===== src/rtl/dds_sweep_ctrl.sv =====
`default_nettype none
// ============================================================================
// Module   : dds_sweep_ctrl
// Purpose  : DDS waveform controller. It has an N-bit phase accumulator, a
//            phase offset, and four one-hot waveforms: sine from an external
//            ROM, plus arithmetic square, triangle and sawtooth. A built-in
//            linear frequency-sweep FSM runs either up-only with restart or
//            up/down.
// Ports    : clk, rst (sync, active high)
//            wave_sel[3:0]    one-hot waveform select (sin/squ/tri/saw)
//            fre_step[N]      static frequency word, used in IDLE
//            pha_step[M]      phase offset
//            sweep_en, sweep_tri, start, stop  sweep control
//            fre_start/fre_stop/fre_delta[N], dwell[DW_W]  sweep configuration
//            rom_addr[M] -> sine ROM (1-cycle registered read), rom_data[DW] <-
//            data_out[DW], data_valid       sample output
//            sweep_busy, sweep_wrap         sweep status
// Option   : AMP_SCALE_EN adds an amp input and a third amplitude-scale stage.
//            This raises the latency from 2 to 3 cycles.
// Revision : 1.0 - initial release
// ============================================================================
module dds_sweep_ctrl #(
    parameter int DATA_WIDTH = 8,
    parameter int N          = 32,
    parameter int M          = 12,
    parameter int DW_W       = 16
) (
    input  logic                  clk,
    input  logic                  rst,
    input  logic [3:0]            wave_sel,
    input  logic [N-1:0]          fre_step,
    input  logic [M-1:0]          pha_step,
    input  logic                  sweep_en,
    input  logic                  sweep_tri,
    input  logic                  start,
    input  logic                  stop,
    input  logic [N-1:0]          fre_start,
    input  logic [N-1:0]          fre_stop,
    input  logic [N-1:0]          fre_delta,
    input  logic [DW_W-1:0]       dwell,
`ifdef AMP_SCALE_EN
    input  logic [DATA_WIDTH-1:0] amp,
`endif
    output logic [M-1:0]          rom_addr,
    input  logic [DATA_WIDTH-1:0] rom_data,
    output logic [DATA_WIDTH-1:0] data_out,
    output logic                  data_valid,
    output logic                  sweep_busy,
    output logic                  sweep_wrap
);

`ifdef AMP_SCALE_EN
    localparam logic [1:0] LAT = 2'd3;
`else
    localparam logic [1:0] LAT = 2'd2;
`endif

    typedef enum logic [1:0] {
        IDLE = 2'd0,
        UP   = 2'd1,
        DOWN = 2'd2
    } state_t;

    state_t                  state;
    logic [N-1:0]            fre_reg;
    logic [N-1:0]            fre_cur;
    logic [DW_W-1:0]         dwell_cnt;
    logic [DW_W-1:0]         dwell_last;
    logic                    step;
    logic [N:0]              up_sum;
    logic [N:0]              dn_diff;

    logic [N-1:0]            acc;
    logic [M-1:0]            phase_r;
    logic [DATA_WIDTH-1:0]   wave;
    logic [1:0]              vcnt;

    // ------------------------------------------------------------------
    // Sweep FSM
    // ------------------------------------------------------------------
    assign fre_cur    = (state == IDLE) ? fre_step : fre_reg;
    // A dwell of 0 behaves like a dwell of 1: the FSM steps every cycle.
    assign dwell_last = (dwell == '0) ? '0 : dwell - DW_W'(1);
    assign step       = (dwell_cnt == dwell_last);
    // Step arithmetic uses one extra bit so the bound compares never wrap.
    assign up_sum     = {1'b0, fre_reg} + {1'b0, fre_delta};
    assign dn_diff    = {1'b0, fre_reg} - {1'b0, fre_delta};

    always_ff @(posedge clk) begin
        if (rst) begin
            state      <= IDLE;
            fre_reg    <= '0;
            dwell_cnt  <= '0;
            sweep_busy <= 1'b0;
            sweep_wrap <= 1'b0;
        end else begin
            sweep_wrap <= 1'b0;
            if (stop || !sweep_en) begin
                state      <= IDLE;
                sweep_busy <= 1'b0;
            end else begin
                case (state)
                    IDLE: begin
                        if (start && (fre_stop > fre_start)) begin
                            fre_reg    <= fre_start;
                            dwell_cnt  <= '0;
                            state      <= UP;
                            sweep_busy <= 1'b1;
                        end
                    end
                    UP: begin
                        if (step) begin
                            dwell_cnt <= '0;
                            if (fre_delta != '0) begin
                                // Up-only mode: the step after reaching the
                                // top restarts the ramp from the lower bound.
                                if (!sweep_tri && (fre_reg >= fre_stop)) begin
                                    fre_reg <= fre_start;
                                end else if (up_sum >= {1'b0, fre_stop}) begin
                                    fre_reg    <= fre_stop;
                                    sweep_wrap <= 1'b1;
                                    if (sweep_tri) begin
                                        state <= DOWN;
                                    end
                                end else begin
                                    fre_reg <= up_sum[N-1:0];
                                end
                            end
                        end else begin
                            dwell_cnt <= dwell_cnt + DW_W'(1);
                        end
                    end
                    DOWN: begin
                        if (step) begin
                            dwell_cnt <= '0;
                            if (fre_delta != '0) begin
                                if ($signed(dn_diff) <= $signed({1'b0, fre_start})) begin
                                    fre_reg <= fre_start;
                                    state   <= UP;
                                end else begin
                                    fre_reg <= dn_diff[N-1:0];
                                end
                            end
                        end else begin
                            dwell_cnt <= dwell_cnt + DW_W'(1);
                        end
                    end
                    default: begin
                        state      <= IDLE;
                        sweep_busy <= 1'b0;
                    end
                endcase
            end
        end
    end

    // ------------------------------------------------------------------
    // Phase accumulator and stage 1 (phase + offset, ROM address)
    // ------------------------------------------------------------------
    always_ff @(posedge clk) begin
        if (rst) begin
            acc     <= '0;
            phase_r <= '0;
        end else begin
            acc     <= acc + fre_cur;
            phase_r <= acc[N-1 -: M] + pha_step;
        end
    end

    // The ROM address is the stage-1 phase register itself.
    assign rom_addr = phase_r;

    // ------------------------------------------------------------------
    // Stage 2: waveform generation
    // ------------------------------------------------------------------
    always_comb begin
        wave = '0;
        case (wave_sel)
            4'b0001: wave = rom_data;
            4'b0010: wave = phase_r[M-1] ? '0 : '1;
            4'b0100: wave = phase_r[M-1] ? ~phase_r[M-2 -: DATA_WIDTH]
                                         :  phase_r[M-2 -: DATA_WIDTH];
            4'b1000: wave = phase_r[M-1 -: DATA_WIDTH];
            default: wave = '0;
        endcase
    end

`ifdef AMP_SCALE_EN
    logic [DATA_WIDTH-1:0]   wave_r;
    logic [DATA_WIDTH:0]     amp1;
    logic [2*DATA_WIDTH-1:0] prod;

    // amp+1 makes an all-ones amp an exact unity gain after the >> DATA_WIDTH.
    assign amp1 = {1'b0, amp} + {{DATA_WIDTH{1'b0}}, 1'b1};
    assign prod = {{DATA_WIDTH{1'b0}}, wave_r} * {{(DATA_WIDTH-1){1'b0}}, amp1};

    always_ff @(posedge clk) begin
        if (rst) begin
            wave_r   <= '0;
            data_out <= '0;
        end else begin
            wave_r   <= wave;
            data_out <= DATA_WIDTH'(prod >> DATA_WIDTH);
        end
    end
`else
    always_ff @(posedge clk) begin
        if (rst) begin
            data_out <= '0;
        end else begin
            data_out <= wave;
        end
    end
`endif

    // ------------------------------------------------------------------
    // data_valid rises once the pipeline has filled from the reset state.
    // ------------------------------------------------------------------
    always_ff @(posedge clk) begin
        if (rst) begin
            vcnt       <= '0;
            data_valid <= 1'b0;
        end else begin
            if (vcnt != LAT) begin
                vcnt <= vcnt + 2'd1;
            end
            data_valid <= (vcnt >= (LAT - 2'd1));
        end
    end

endmodule
`default_nettype wire


===== config.mk =====
export PLATFORM = sky130hd
export DESIGN_NAME = dds_sweep_ctrl
export DESIGN_NICKNAME = d
export VERILOG_FILES = /design/src/rtl/dds_sweep_ctrl.sv
export SDC_FILE = /design/constraint.sdc
export NUM_CORES = 1
export LEC_CHECK = 0
export BUFFER_PORTS_ARGS = -buffer_cell sky130_fd_sc_hd__clkbuf_2
export CORE_AREA = 2 2 190 192
export DETAILED_ROUTE_END_ITERATION = 6
export DIE_AREA = 0 0 192 194
export PLACE_DENSITY = 0.61
export SETUP_SLACK_MARGIN = 0.15
export SLEW_MARGIN = 20
export SYNTH_ARGS = -nofsm -noshare
export SYNTH_HDL_FRONTEND = slang
export SYNTH_SLANG_ARGS = --single-unit

===== constraint.sdc =====
create_clock -name clk -period 8.24 [get_ports clk]
set_clock_uncertainty 0.2 [all_clocks]
set_input_delay 0.412 -clock clk [delete_from_list [all_inputs] [get_ports clk]]
set_output_delay 0.412 -clock clk [all_outputs]
set_load 0.02 [all_outputs]

==> flow_summary.json <==
{
  "comb_power_share_pct": 54.1,
  "cts.sinks": 107,
  "grt_pass1_wl_um": 74800,
  "critical_path_required_ns": 8.27,
  "finalSetupViolations": 0,
  "antenna_found_initial": 3,
  "synth_top_cell_area_share_pct": 21.8,
  "post_cts_buffers": 0,
  "postSynthCellCount": 1821,
  "p_sw_uw": 1140,
  "place_congestion": 0.967,
  "wl_per_cell_um": 20.2,
  "min_path_type": "input pin to flop",
  "critPathMaxFanout": 18,
  "final_layout_size_suffix_gt1_share_pct": 15.0,
  "synth_seq_cells": 107,
  "yosysWarnings": 0,
  "grt_usage_pct": 26.0,
  "synth.area.top_cells": "ha_1 (22%), dfxtp_1 (15%), xnor2_1 (5.2%), a21oi_1 (4.9%), nor2_1 (4.6%)",
  "period_minus_slack_ns": 7.07,
  "synth_common_cells": "ha_1 (243), nor2_1 (171), inv_1 (165)",
  "slew_headroom_pct": 29.3,
  "max_stage_delay_ns": 0.81,
  "synthFlopType": "dfxtp_1",
  "post_cts_resized": 0,
  "fillers": 3630,
  "worstPathArrival_ns": 7.10,
  "clk_path_buf_depth": 2,
  "yosysMostFrequentCell": "ha_1",
  "postRouteAntennaNets": 0,
  "io_buffer_count": 196,
  "fmax_ghz": 0.141,
  "r2r-start": "fre_reg[4]$_SDFFE_PP0P_",
  "crit_slowest_cell": "a2111oi_0",
  "insertion_delay_ns": 0.39,
  "status": "finished, violations left",
  "vias_per_cell": 5.79,
  "overflow": 0,
  "core_area_sq_um": 35200,
  "power_leakage_uw": 0.00744,
  "cpMostUsedCell": "a21oi_1",
  "worst-r2r-setup-slack_ns": 1.17,
  "synth.distinct_cells": 75,
  "htree_levels": 3,
  "drcViolationCount": 1,
  "cts_tree": "done",
  "vias": 14097,
  "cts-root-buf": "clkbuf_16",
  "setup-tns-final_ns": 0,
  "tightest_slew_ns": 1.06,
  "rsz0062_at_grt": "no",
  "synth_top_cell_by_area": "ha_1",
  "clkPwrFrac_pct": 18.6,
  "end_kind": "flop",
  "first_iter_violations": 1000,
  "pre_cts_ws_ns": 1.19,
  "syn_avg_cell_area_sq_um": 7.66,
  "seq_area_frac_synth_pct": 15.4,
  "hold_path_depth": 3,
  "drt-total-wl_um": 49200,
  "drv_slew": 0,
  "hp-start": "fre_start[6]",
  "drt-pass1-iter-count": 7,
  "dp_hpwl_um": 40200,
  "numCtsBuffers": 9,
  "pin_count": 197,
  "instances_no_fill": 2434,
  "grt_max_degree": 56,
  "pwr-share-seq_pct": 27.3,
  "placed_cells_incl_taps": 2416,
  "final-hold-violation-count": 0,
  "design_area_sq_um": 15600,
  "path_cells": "ha_1 > o211ai_1 > a21oi_1 > o2111ai_1 > a21o_1 > a2111oi_0 > nor3_1 > o31ai_1 > xor2_1 > ha_1 > nand4_1 > nor4bb_1 > nand4_1 > a21oi_1 > nor4_1 > a21o_1 > a21oi_1 > o221ai_2 > buf_4 > a221oi_1 > a221oi_1",
  "ir_worst_vdd_mv": 0.108,
  "reg2reg_depth": 21,
  "die_area_sq_um": 37200,
  "powerDensity_nw_per_um2": 166,
  "layout-area-overhead-vs-synth_pct": 12.1,
  "r2r-end": "fre_reg[0]$_SDFFE_PP0P_",
  "nets": 2387,
  "crit_type": "flop to flop",
  "postCtsHoldBufs": 0,
  "syn_area_sq_um": 13900,
  "clkSlewWorstSetupHoldPaths_ns": 0.08,
  "violations": "design-rule violations",
  "cap_violations": 0,
  "grt_pass1_vias": 13613,
  "start_kind": "flop",
  "synth_edf_count": 0,
  "synth_nets": 2242,
  "initial_core_util_pct": 39.6,
  "die_h_um": 194,
  "die_w_um": 192,
  "p_sw_share_pct": 43.8,
  "intPower_uw": 1460,
  "placed_cell_area_sq_um": 15300,
  "finalWorstSetupSlack_ns": 1.17,
  "post-route-period-util_pct": 85.8,
  "async_flop_share_pct": 0,
  "holdPathEnd": "fre_reg[6]$_SDFFE_PP0P_",
  "row_count": 69
}
how the worst max path moves through the flow:
stage / cells after the start / slack (ns) / startpoint / to
after floorplan: 24 / 2.50 / fre_delta[0] / fre_reg[31]$_SDFFE_PP0P_
after global placement: 23 / 1.44 / fre_delta[0] / fre_reg[0]$_SDFFE_PP0P_
after detailed placement: 24 / 1.19 / fre_delta[0] / fre_reg[0]$_SDFFE_PP0P_
after CTS: 24 / 1.33 / fre_reg[0]$_SDFFE_PP0P_ / fre_reg[0]$_SDFFE_PP0P_
after global routing: 21 / 0.76 / fre_reg[4]$_SDFFE_PP0P_ / fre_reg[0]$_SDFFE_PP0P_
final: 21 / 1.17 / fre_reg[4]$_SDFFE_PP0P_ / fre_reg[0]$_SDFFE_PP0P_
power by group through the flow:
stage	logic (uW)	registers, uW	clock network, uW
global route	1570	721	514
detailed placement	1380	724	0
floorplan	1000	727	0
CTS	1390	711	502
finish	1410	710	485
global placement	1360	720	0
cells by family (layout without fill, tap and decap cells):
kind of cell               after synthesis  after routing  share of synthesized area [%]
xor gates and xnor gates               123            123                           7.73
AOI/OAI and AO/OA                      516            516                           24.4
and+or+nand+nor                        528            528                           18.8
other                                    0              2                              0
muxes                                   60             60                           4.77
adders and majority gates              247            247                           22.4
DFF                                    107            107                           15.4
buffers and inverters                  240            390                           6.60
cells in the final DEF, fill, tap and decap left out, types with 33 or more instances in the layout:
cell type  netlist  final
ha_1           243    242
clkbuf_2         0    195
nor2_1         171    171
inv_1          165    165
a21oi_1        137    137
dfxtp_1        107    107
nand2_1        104    104
o21ai_0         94     93
xnor2_1         82     82
mux2_2          51     51
a211oi_1        43     43
nor3_1          41     41
xor2_1          41     41
a21o_1          39     39
nand3_1         37     37
nand4_1         33     33
worst max-delay path, delay by kind of cell (launching register included):
| family | cells | cell delay, ns |
|---|---|---|
| AOI/OAI and AO/OA | 12 | 3.73 |
| and+or+nand+nor | 5 | 1.14 |
| adders and majority gates | 2 | 0.84 |
| DFF | 1 | 0.43 |
| buffers and inverters | 1 | 0.38 |
| xor gates and xnor gates | 1 | 0.19 |
per-stage QoR:
stage	hold WS (ns)	util, %	total power (uW)
6_report	0.0652	44.4	2600
5_1_grt	0.0692	44.4	2800
4_1_cts	0.0505	44.4	2610
3_5_place_dp	0.310	43.5	2110
3_3_place_gp	0.289	43.5	2080
2_1_floorplan	0.273	-	1730
cell type report:
class / instances / area, sq um / area share, %
tap: 461 / 577 / 3.69
clock inverter: 7 / 76.3 / 0.488
multi-input combinational: 1474 / 10900 / 69.8
sequential: 107 / 2140 / 13.7
antenna: 2 / 5.00 / 0.0320
clock buffer: 9 / 225 / 1.44
inverter: 166 / 623 / 3.99
timing repair buffer: 208 / 1070 / 6.87
metal layers:
layer	part of all wire [%]	track usage [%]	vias to the layer above
met5	0	0	-
met4	3.9	11.1	0
met3	7.3	4.36	96
met2	45	41.6	520
met1	44	34.2	6576
li1	-	-	6905
No activity file was read; power rests on OpenSTA's default activity.
